--- config.mk ---
export PLATFORM = sky130hd
export DESIGN_NAME = cim_core_macro_mem_bridge_flat
export DESIGN_NICKNAME = d
export VERILOG_FILES = /design/src/rtl/cim_core_macro_mem_bridge_if.sv /design/src/rtl/cim_core_macro_mem_bridge.sv /design/src/flat_wrapper.sv
export SDC_FILE = /design/constraint.sdc
export NUM_CORES = 1
export LEC_CHECK = 0
export CORE_ASPECT_RATIO = 1.2
export CORE_UTILIZATION = 51
export CTS_BUF_LIST = sky130_fd_sc_hd__clkbuf_4 sky130_fd_sc_hd__clkbuf_8 sky130_fd_sc_hd__clkbuf_16
export CTS_CLUSTER_SIZE = 14
export DETAILED_ROUTE_END_ITERATION = 8
export PLACE_DENSITY_LB_ADDON = 0.1
export SYNTH_ARGS = -nofsm -noshare
export SYNTH_HDL_FRONTEND = slang
export SYNTH_SLANG_ARGS = --single-unit
export TNS_END_PERCENT = 20
--- constraint.sdc ---
create_clock -name clk_i -period 5.47 [get_ports clk_i]
set_input_delay 1.3675 -clock clk_i [delete_from_list [all_inputs] [get_ports clk_i]]
set_output_delay 1.3675 -clock clk_i [all_outputs]
set_load 0.02 [all_outputs]
--- src/rtl/cim_core_macro_mem_bridge_if.sv ---
// rtl/cim_core_macro_mem_bridge_if.sv - request/response and macro memory port bundle for the CIM bridge
interface cim_core_macro_mem_bridge_if #(
    parameter int AW = 64,
    parameter int DW = 64
);
    logic              req_valid_i;
    logic              req_ready_o;
    logic              req_we_i;
    logic [AW-1:0]     req_addr_i;
    logic [DW/8-1:0]   req_be_i;
    logic [DW-1:0]     req_wdata_i;
    logic              rsp_valid_o;
    logic              rsp_ready_i;
    logic              rsp_we_o;
    logic [DW-1:0]     rsp_rdata_o;
    logic              mem_req_o;
    logic              mem_we_o;
    logic [AW-1:0]     mem_addr_o;
    logic [DW/8-1:0]   mem_be_o;
    logic [DW-1:0]     mem_data_o;
    logic [DW-1:0]     mem_data_i;
    logic              busy_o;

    modport slave (
        input  req_valid_i, req_we_i, req_addr_i, req_be_i, req_wdata_i,
        input  rsp_ready_i, mem_data_i,
        output req_ready_o, rsp_valid_o, rsp_we_o, rsp_rdata_o,
        output mem_req_o, mem_we_o, mem_addr_o, mem_be_o, mem_data_o, busy_o
    );

    modport master (
        output req_valid_i, req_we_i, req_addr_i, req_be_i, req_wdata_i,
        output rsp_ready_i, mem_data_i,
        input  req_ready_o, rsp_valid_o, rsp_we_o, rsp_rdata_o,
        input  mem_req_o, mem_we_o, mem_addr_o, mem_be_o, mem_data_o, busy_o
    );
endinterface

--- src/rtl/cim_core_macro_mem_bridge.sv ---
// rtl/cim_core_macro_mem_bridge.sv - valid/ready to single-cycle macro port bridge with credit-protected in-order response FIFO
module cim_core_macro_mem_bridge #(
    parameter int MEM_ADDR_WIDTH = 64,
    parameter int MEM_DATA_WIDTH = 64,
    parameter int RD_LATENCY     = 1,
    parameter int RSP_DEPTH      = 4
) (
    input  logic                         clk_i,
    input  logic                         rst_ni,
    cim_core_macro_mem_bridge_if.slave   bus
);
    localparam int CW = $clog2(RSP_DEPTH) + 1;
    localparam int PW = $clog2(RSP_DEPTH);

    logic [RD_LATENCY-1:0]     r_pipe_vld;
    logic [RD_LATENCY-1:0]     r_pipe_we;
    logic [CW-1:0]             r_inflight_cnt;
    logic [CW-1:0]             r_fifo_cnt;
    logic [PW-1:0]             r_wr_ptr;
    logic [PW-1:0]             r_rd_ptr;
    logic                      r_fifo_we   [RSP_DEPTH];
    logic [MEM_DATA_WIDTH-1:0] r_fifo_data [RSP_DEPTH];

    logic          w_ready;
    logic          w_accept;
    logic          w_push;
    logic          w_pop;
    logic          w_empty;
    logic [CW-1:0] w_occupancy;

    // Every slot counted here is either queued or already promised to an in-flight access.
    assign w_occupancy = r_fifo_cnt + r_inflight_cnt;
    assign w_ready     = rst_ni && (w_occupancy < CW'(RSP_DEPTH));
    assign w_accept    = bus.req_valid_i && w_ready;
    assign w_push      = r_pipe_vld[RD_LATENCY-1];
    assign w_empty     = (r_fifo_cnt == '0);
    assign w_pop       = !w_empty && bus.rsp_ready_i;

    assign bus.req_ready_o = w_ready;
    assign bus.mem_req_o   = w_accept;
    assign bus.mem_addr_o  = bus.req_addr_i;
    assign bus.mem_we_o    = w_accept && bus.req_we_i;
    assign bus.mem_be_o    = w_accept ? bus.req_be_i    : '0;
    assign bus.mem_data_o  = w_accept ? bus.req_wdata_i : '0;

    assign bus.rsp_valid_o = !w_empty;
    assign bus.rsp_we_o    = w_empty ? 1'b0 : r_fifo_we[r_rd_ptr];
    assign bus.rsp_rdata_o = w_empty ? '0   : r_fifo_data[r_rd_ptr];
    assign bus.busy_o      = (r_inflight_cnt != '0) || !w_empty;

    always_ff @(posedge clk_i or negedge rst_ni) begin
        if (!rst_ni) begin
            r_pipe_vld     <= '0;
            r_pipe_we      <= '0;
            r_inflight_cnt <= '0;
        end else begin
            r_pipe_vld[0] <= w_accept;
            r_pipe_we[0]  <= w_accept && bus.req_we_i;
            for (int i = 1; i < RD_LATENCY; i++) begin
                r_pipe_vld[i] <= r_pipe_vld[i-1];
                r_pipe_we[i]  <= r_pipe_we[i-1];
            end
            r_inflight_cnt <= r_inflight_cnt + CW'(w_accept) - CW'(w_push);
        end
    end

    // Writes travel the same pipe so their acks stay ordered behind earlier reads.
    always_ff @(posedge clk_i or negedge rst_ni) begin
        if (!rst_ni) begin
            r_fifo_cnt <= '0;
            r_wr_ptr   <= '0;
            r_rd_ptr   <= '0;
            for (int i = 0; i < RSP_DEPTH; i++) begin
                r_fifo_we[i]   <= 1'b0;
                r_fifo_data[i] <= '0;
            end
        end else begin
            if (w_push) begin
                r_fifo_we[r_wr_ptr]   <= r_pipe_we[RD_LATENCY-1];
                r_fifo_data[r_wr_ptr] <= r_pipe_we[RD_LATENCY-1] ? '0 : bus.mem_data_i;
                r_wr_ptr              <= r_wr_ptr + 1'b1;
            end
            if (w_pop) begin
                r_rd_ptr <= r_rd_ptr + 1'b1;
            end
            r_fifo_cnt <= r_fifo_cnt + CW'(w_push) - CW'(w_pop);
        end
    end
endmodule

--- src/flat_wrapper.sv ---
// flat-port wrapper written by rule: the top's interface ports become plain ports
module cim_core_macro_mem_bridge_flat 
#(
    parameter int MEM_ADDR_WIDTH = 64,
    parameter int MEM_DATA_WIDTH = 64,
    parameter int RD_LATENCY     = 1,
    parameter int RSP_DEPTH      = 4
)
  (clk_i, rst_ni, bus_req_valid_i, bus_req_we_i, bus_req_addr_i, bus_req_be_i, bus_req_wdata_i, bus_rsp_ready_i, bus_mem_data_i, bus_req_ready_o, bus_rsp_valid_o, bus_rsp_we_o, bus_rsp_rdata_o, bus_mem_req_o, bus_mem_we_o, bus_mem_addr_o, bus_mem_be_o, bus_mem_data_o, bus_busy_o);
  cim_core_macro_mem_bridge_if #(.AW((64)), .DW((64))) bus_i ();
  input  logic clk_i;
  input  logic rst_ni;
  input wire logic [$bits(bus_i.req_valid_i)-1:0] bus_req_valid_i;
  input wire logic [$bits(bus_i.req_we_i)-1:0] bus_req_we_i;
  input wire logic [$bits(bus_i.req_addr_i)-1:0] bus_req_addr_i;
  input wire logic [$bits(bus_i.req_be_i)-1:0] bus_req_be_i;
  input wire logic [$bits(bus_i.req_wdata_i)-1:0] bus_req_wdata_i;
  input wire logic [$bits(bus_i.rsp_ready_i)-1:0] bus_rsp_ready_i;
  input wire logic [$bits(bus_i.mem_data_i)-1:0] bus_mem_data_i;
  output wire logic [$bits(bus_i.req_ready_o)-1:0] bus_req_ready_o;
  output wire logic [$bits(bus_i.rsp_valid_o)-1:0] bus_rsp_valid_o;
  output wire logic [$bits(bus_i.rsp_we_o)-1:0] bus_rsp_we_o;
  output wire logic [$bits(bus_i.rsp_rdata_o)-1:0] bus_rsp_rdata_o;
  output wire logic [$bits(bus_i.mem_req_o)-1:0] bus_mem_req_o;
  output wire logic [$bits(bus_i.mem_we_o)-1:0] bus_mem_we_o;
  output wire logic [$bits(bus_i.mem_addr_o)-1:0] bus_mem_addr_o;
  output wire logic [$bits(bus_i.mem_be_o)-1:0] bus_mem_be_o;
  output wire logic [$bits(bus_i.mem_data_o)-1:0] bus_mem_data_o;
  output wire logic [$bits(bus_i.busy_o)-1:0] bus_busy_o;
  assign bus_i.req_valid_i = bus_req_valid_i;
  assign bus_i.req_we_i = bus_req_we_i;
  assign bus_i.req_addr_i = bus_req_addr_i;
  assign bus_i.req_be_i = bus_req_be_i;
  assign bus_i.req_wdata_i = bus_req_wdata_i;
  assign bus_i.rsp_ready_i = bus_rsp_ready_i;
  assign bus_i.mem_data_i = bus_mem_data_i;
  assign bus_req_ready_o = bus_i.req_ready_o;
  assign bus_rsp_valid_o = bus_i.rsp_valid_o;
  assign bus_rsp_we_o = bus_i.rsp_we_o;
  assign bus_rsp_rdata_o = bus_i.rsp_rdata_o;
  assign bus_mem_req_o = bus_i.mem_req_o;
  assign bus_mem_we_o = bus_i.mem_we_o;
  assign bus_mem_addr_o = bus_i.mem_addr_o;
  assign bus_mem_be_o = bus_i.mem_be_o;
  assign bus_mem_data_o = bus_i.mem_data_o;
  assign bus_busy_o = bus_i.busy_o;
  cim_core_macro_mem_bridge #(.MEM_ADDR_WIDTH(MEM_ADDR_WIDTH), .MEM_DATA_WIDTH(MEM_DATA_WIDTH), .RD_LATENCY(RD_LATENCY), .RSP_DEPTH(RSP_DEPTH)) u_core (.clk_i(clk_i), .rst_ni(rst_ni), .bus(bus_i));
endmodule
# Word level (Yosys, flattened, before mapping)
# Cells that the tools add are included.
dict set report op_classes {
  n_mux 17
  n_reduce_logical 9
  n_addsub 7
  n_lt_le_gt_ge 4
  n_bitwise 2
}
# operator count
set op_table {}
lappend op_table {{two-way mux 64 bit} 6}
lappend op_table {{bitwise mux 256 bit} 1}
lappend op_table {{binary-select mux 64 bit (select 2 bit)} 1}
lappend op_table {{demux 64 bit (select 2 bit)} 1}
lappend op_table {{two-way mux 8 bit} 1}
lappend op_table {{adder 3 x 1 -> 3 bit} 2}
lappend op_table {{greater-or-equal comparator 3 bit (second input constant)} 2}
lappend op_table {{NOT 2 -> 3 bit} 2}
lappend op_table {{subtractor 3 x 1 -> 3 bit} 2}
lappend op_table {{logical AND 1 bit} 5}
lappend op_table {{adder 2 x 1 -> 2 bit (second input constant)} 2}
lappend op_table {{bitwise mux 4 bit} 1}
lappend op_table {{two-way mux 1 bit} 4}
lappend op_table {{adder 3 bit} 1}
lappend op_table {{logical NOT 3 bit} 1}
lappend op_table {{less-than comparator 3 x 1 -> 1 bit (second input constant)} 1}
lappend op_table {{less-than comparator 3 bit (second input constant)} 1}
lappend op_table {{nonzero test 3 bit} 1}
lappend op_table {{binary-select mux 1 bit (select 2 bit)} 1}
lappend op_table {{demux 1 bit (select 2 bit)} 1}
lappend op_table {{logical NOT 1 bit} 1}
lappend op_table {{logical OR 1 bit} 1}
dict set report word_totals {
  in_bits 205
  output_inout_bits 206
  register_bits 272
}

# Longest topological paths before layout
dict set report depth {
  word_depth 6
  mapped_depth 12
  ltp_nobuf 11
}

# Worst setup path after synthesis
# Ideal clock, no wire load.
dict set report synth_path {
  path_kind {input -> output}
  start {in bus_req_valid_i}
  end {out bus_mem_be_o[0]}
  t_required_ps 4103
  slack_ps 1688
  path_buffers 2
  t_arrival_ps 2415
  stages 5
  cell_sequence {and2_1 clkbuf_1 clkbuf_1 nand2_1 nor2_1}
}
dict set report synth_between {
  elab_chain_cells 2
}
# item line
set synth_rtl {}
lappend synth_rtl {{start, declared} flat_wrapper.sv:13} ;# input wire logic [$bits(bus_i.req_valid_i)-1:0] bus_req_valid_i;
lappend synth_rtl {{logical AND 1 bit} cim_core_macro_mem_bridge.sv:34} ;# assign w_accept = bus.req_valid_i && w_ready;
lappend synth_rtl {{two-way mux 8 bit} cim_core_macro_mem_bridge.sv:43} ;# assign bus.mem_be_o = w_accept ? bus.req_be_i : '0;
lappend synth_rtl {{end, declared} flat_wrapper.sv:27} ;# output wire logic [$bits(bus_i.mem_be_o)-1:0] bus_mem_be_o;
# No other way between the ends.

# Final worst setup path
dict set report layout_path {
  start {in bus_req_valid_i}
  end {out bus_mem_data_o[12]}
}
dict set report layout_between {
  elab_chain_cells 2
}
# item line
set layout_rtl {}
lappend layout_rtl {{logical AND 1 bit} cim_core_macro_mem_bridge.sv:34}
lappend layout_rtl {{two-way mux 64 bit} cim_core_macro_mem_bridge.sv:44} ;# assign bus.mem_data_o = w_accept ? bus.req_wdata_i : '0;
lappend layout_rtl {{end, declared} flat_wrapper.sv:28} ;# output wire logic [$bits(bus_i.mem_data_o)-1:0] bus_mem_data_o;
# No other way between the ends.

==> flow_metrics.env <==
export IMPL_grt_usage_pct=27.5
export IMPL_p_seq_share_pct=32.9
export IMPL_finalCritPeriodShare_pct=86.2
export IMPL_grt_ovfl_total=0
export IMPL_cp_startpoint="bus_req_valid_i"
export IMPL_r2r_setup_slack_ns=2.27
export IMPL_clockBufferDepth=3
export IMPL_netlist_area_leader_share_pct=51.5
export IMPL_syn_to_final_growth_pct=25.7
export IMPL_hold_class="reg -> reg"
export IMPL_clkLatencyLatePin_ns=0.54
export IMPL_path_clk_slew_ns=0.06
export IMPL_p_leak_uw=0.00739
export IMPL_synthTopCellsByArea="dfrtp_1 (51%), mux4_2 (11%), o21ai_0 (9.7%)"
export IMPL_min_period_ns=4.71
export IMPL_die_w_um=149
export IMPL_layout_commonest_cell="nand2_1"
export IMPL_routed_via_density=5.36
export IMPL_drive_above_1_share_pct=9.37
export IMPL_intPower_uw=7020
export IMPL_dp_worst_setup_slack_ns=0.757
export IMPL_wirelength_um=35600
export IMPL_hpwl_um=22900
export IMPL_crit_cells=6
export IMPL_io_pins=411
export IMPL_postCtsSetupBuffers=0
export IMPL_reg2reg_to="u_core.r_inflight_cnt[2]"
export IMPL_routed_top_layer="met5"
export IMPL_drc=0
export IMPL_finalPower_uw=11400
export IMPL_m1WireLength_um=15500
export IMPL_max_cap_viol_count=0
export IMPL_yosysTopAreaCell="dfrtp_1"
export IMPL_crit_type="in -> out"
export IMPL_dr_pass1_iters=5
export IMPL_rsz0062_at_grt="false"
export IMPL_fin_skew_ns=0.0267
export IMPL_antenna_found_initial=0
export IMPL_startpoint_type="primary input"
export IMPL_grt_pass1_wl_um=55800
export IMPL_core_mm2=0.0255
export IMPL_maxSlewHeadroom_pct=26.1
export IMPL_fmax_ghz=0.212
export IMPL_ant_nets=0
export IMPL_via_count=9901
export IMPL_clockRootBuffer="clkbuf_16"
export IMPL_ff2ff_path_depth=12
export IMPL_netlist_instances=1338
export IMPL_netlist_area_mm2=0.0132
export IMPL_fin_tns_setup_ns=0
export IMPL_p_switching_uw=4330
export IMPL_crit_path_max_incr_delay_ns=0.63
export IMPL_fp_dieH_um=178
export IMPL_cellPowerDensity_mw_per_mm2=683
export IMPL_tightest_slew_ns=1.11
export IMPL_globalplace_congestion=0.858
export IMPL_crit_path_end="bus_mem_data_o[12]"
export IMPL_cts_resized=0
export IMPL_cts_tree="done"
export IMPL_vdd_drop_max_v=0.000541
export IMPL_cp_required_ns=4.10
export IMPL_setup_slack_ns=0.757
export IMPL_avgSynthCellArea_um2=9.89
export IMPL_slew_violations=0
export IMPL_p_comb_share_pct=50.3
export IMPL_cts_htree_levels=1
export IMPL_initial_core_util_pct=52.0
export IMPL_run_status="completed"
export IMPL_worstPathArrival_ns=3.35
export IMPL_final_hold_violation_count=0
export IMPL_critPathBufInv=3
export IMPL_first_iter_violations=491
export IMPL_grt_max_degree=186
export IMPL_num_rows=64
export IMPL_worst_path_most_repeated_cell="clkdlybuf4s50_1"
export IMPL_port_buffer_count=282
export IMPL_synth_warnings=0
export IMPL_setup_viol=0
export IMPL_synth_seq_area_share_pct=51.5
export IMPL_synth_distinct_cells=24
export IMPL_crit_family="buffers and inverters"
export IMPL_nNetsFinal=1711
export IMPL_reg2reg_from="u_core.r_inflight_cnt[1]"
export IMPL_ctsHoldBuffers=0
export IMPL_syn_nets=1554
export IMPL_worstSetupEndpointType="primary output"
export IMPL_critical_path_slowest_cell="clkdlybuf4s50_1"
export IMPL_path_cells="clkdlybuf4s50_1 -> and2_2 -> buf_12 -> nand2_1 -> nor2_1 -> clkdlybuf4s50_1"
export IMPL_clkPwrFrac_pct=16.8
export IMPL_swShare_pct=38.2
export IMPL_numCtsBuffers=27
export IMPL_dieArea_mm2=0.0266
export IMPL_routedWlPerCell_um=19.2
export IMPL_grt_pass1_vias=9904
export IMPL_clock_sinks=272
export IMPL_wl_met3_um=2460
export IMPL_met2_length_um=16700
export IMPL_ys_seq_elements=272
export IMPL_layout_common_cells="nand2_1 (330), clkdlybuf4s50_1 (281), dfrtp_1 (269)"
export IMPL_cp_max_fo=58
-- layout make-up --
cell class,instances,area [µm²]
Fill cell,2096,8840
Sequential cell,272,6820
Multi-Input combinational cell,891,5460
Timing Repair Buffer,294,2960
Clock buffer,46,893
Tap cell,330,413
Clock inverter,4,48.8
Inverter,9,33.8
Antenna cell,2,5.00
-- how the worst min path moves through the flow --
stage	cells past startpoint	slack, ns	to	startpoint
2_1_floorplan	2	0.44	u_core.r_fifo_data[100]	u_core.r_fifo_data[100]
3_3_place_gp	2	0.46	u_core.r_fifo_data[133]	u_core.r_fifo_data[133]
3_5_place_dp	2	0.47	u_core.r_fifo_data[47]	u_core.r_fifo_data[47]
4_1_cts	2	0.48	u_core.r_fifo_data[21]	u_core.r_fifo_data[21]
5_1_grt	2	0.49	u_core.r_fifo_data[86]	u_core.r_fifo_data[86]
6_report	2	0.48	u_core.r_fifo_data[120]	u_core.r_fifo_data[120]
-- flip-flops by register name, indices dropped and copies added, names as in the netlist --
signal and cells:
u_core.r_fifo_data 256, u_core.r_fifo_we 4, u_core.r_fifo_cnt 3, u_core.r_inflight_cnt 3
u_core.r_rd_ptr 2, u_core.r_wr_ptr 2, u_core.r_pipe_vld 1, u_core.r_pipe_we 1
-- worst min-delay path: stages, from the launching register on --
cell and delay [ns]:
dfrtp_1 0.34, nand2_1 0.04, o21ai_0 0.06
-- power groups by stage --
stage / sequential, µW / combinational (µW) / clock, µW
global route: 3870 / 6240 / 2030
global placement: 3720 / 5660 / 0
finish: 3740 / 5700 / 1910
floorplan: 3430 / 3950 / 0
CTS: 3740 / 5770 / 1950
detailed placement: 3770 / 5740 / 0
-- per-stage QoR --
stage	utilization, %	hold WS, ns	area [µm²]	instances
after global placement	61.6	0.456	15700	1796
after detailed placement	61.6	0.466	15700	1796
final	65.3	0.476	16600	1848
after global routing	65.3	0.495	16600	1846
after CTS	65.3	0.479	16600	1846
after floorplan	-	0.445	13200	1338
-- kinds of logic after synthesis --
group	count (synthesis)	synth area share [%]
AO/OA/AOI/OAI	258	9.77
XOR/XNOR	9	0.596
adder cells (fa/ha/maj)	11	1.15
buffers and inverters	175	7.59
flip-flops	272	51.5
multiplexers	69	11.4
AND/OR/NAND/NOR	544	18.0
-- cells in the mapped netlist, drive strengths merged --
| cell | instances |
|---|---|
| a31oi | 1 |
| and2 | 67 |
| buf | 97 |
| clkbuf | 69 |
| dfrtp | 272 |
| fa | 2 |
| ha | 9 |
| inv | 9 |
| mux2 | 4 |
| mux4 | 65 |
| nand2 | 334 |
| nand2b | 65 |
| nand3 | 1 |
| nor2 | 73 |
| nor2b | 2 |
| o21ai | 257 |
| or3 | 1 |
| or4 | 1 |
| xnor2 | 5 |
| xor2 | 4 |
-- layer usage --
metal  global-route usage [%]  vias up
met5                     2.69        -
met4                     7.44        2
met1                     38.1     4854
met2                     43.8      296
met3                     5.60       62
li1                         -     4687
Power figures use the tool's default switching activity.
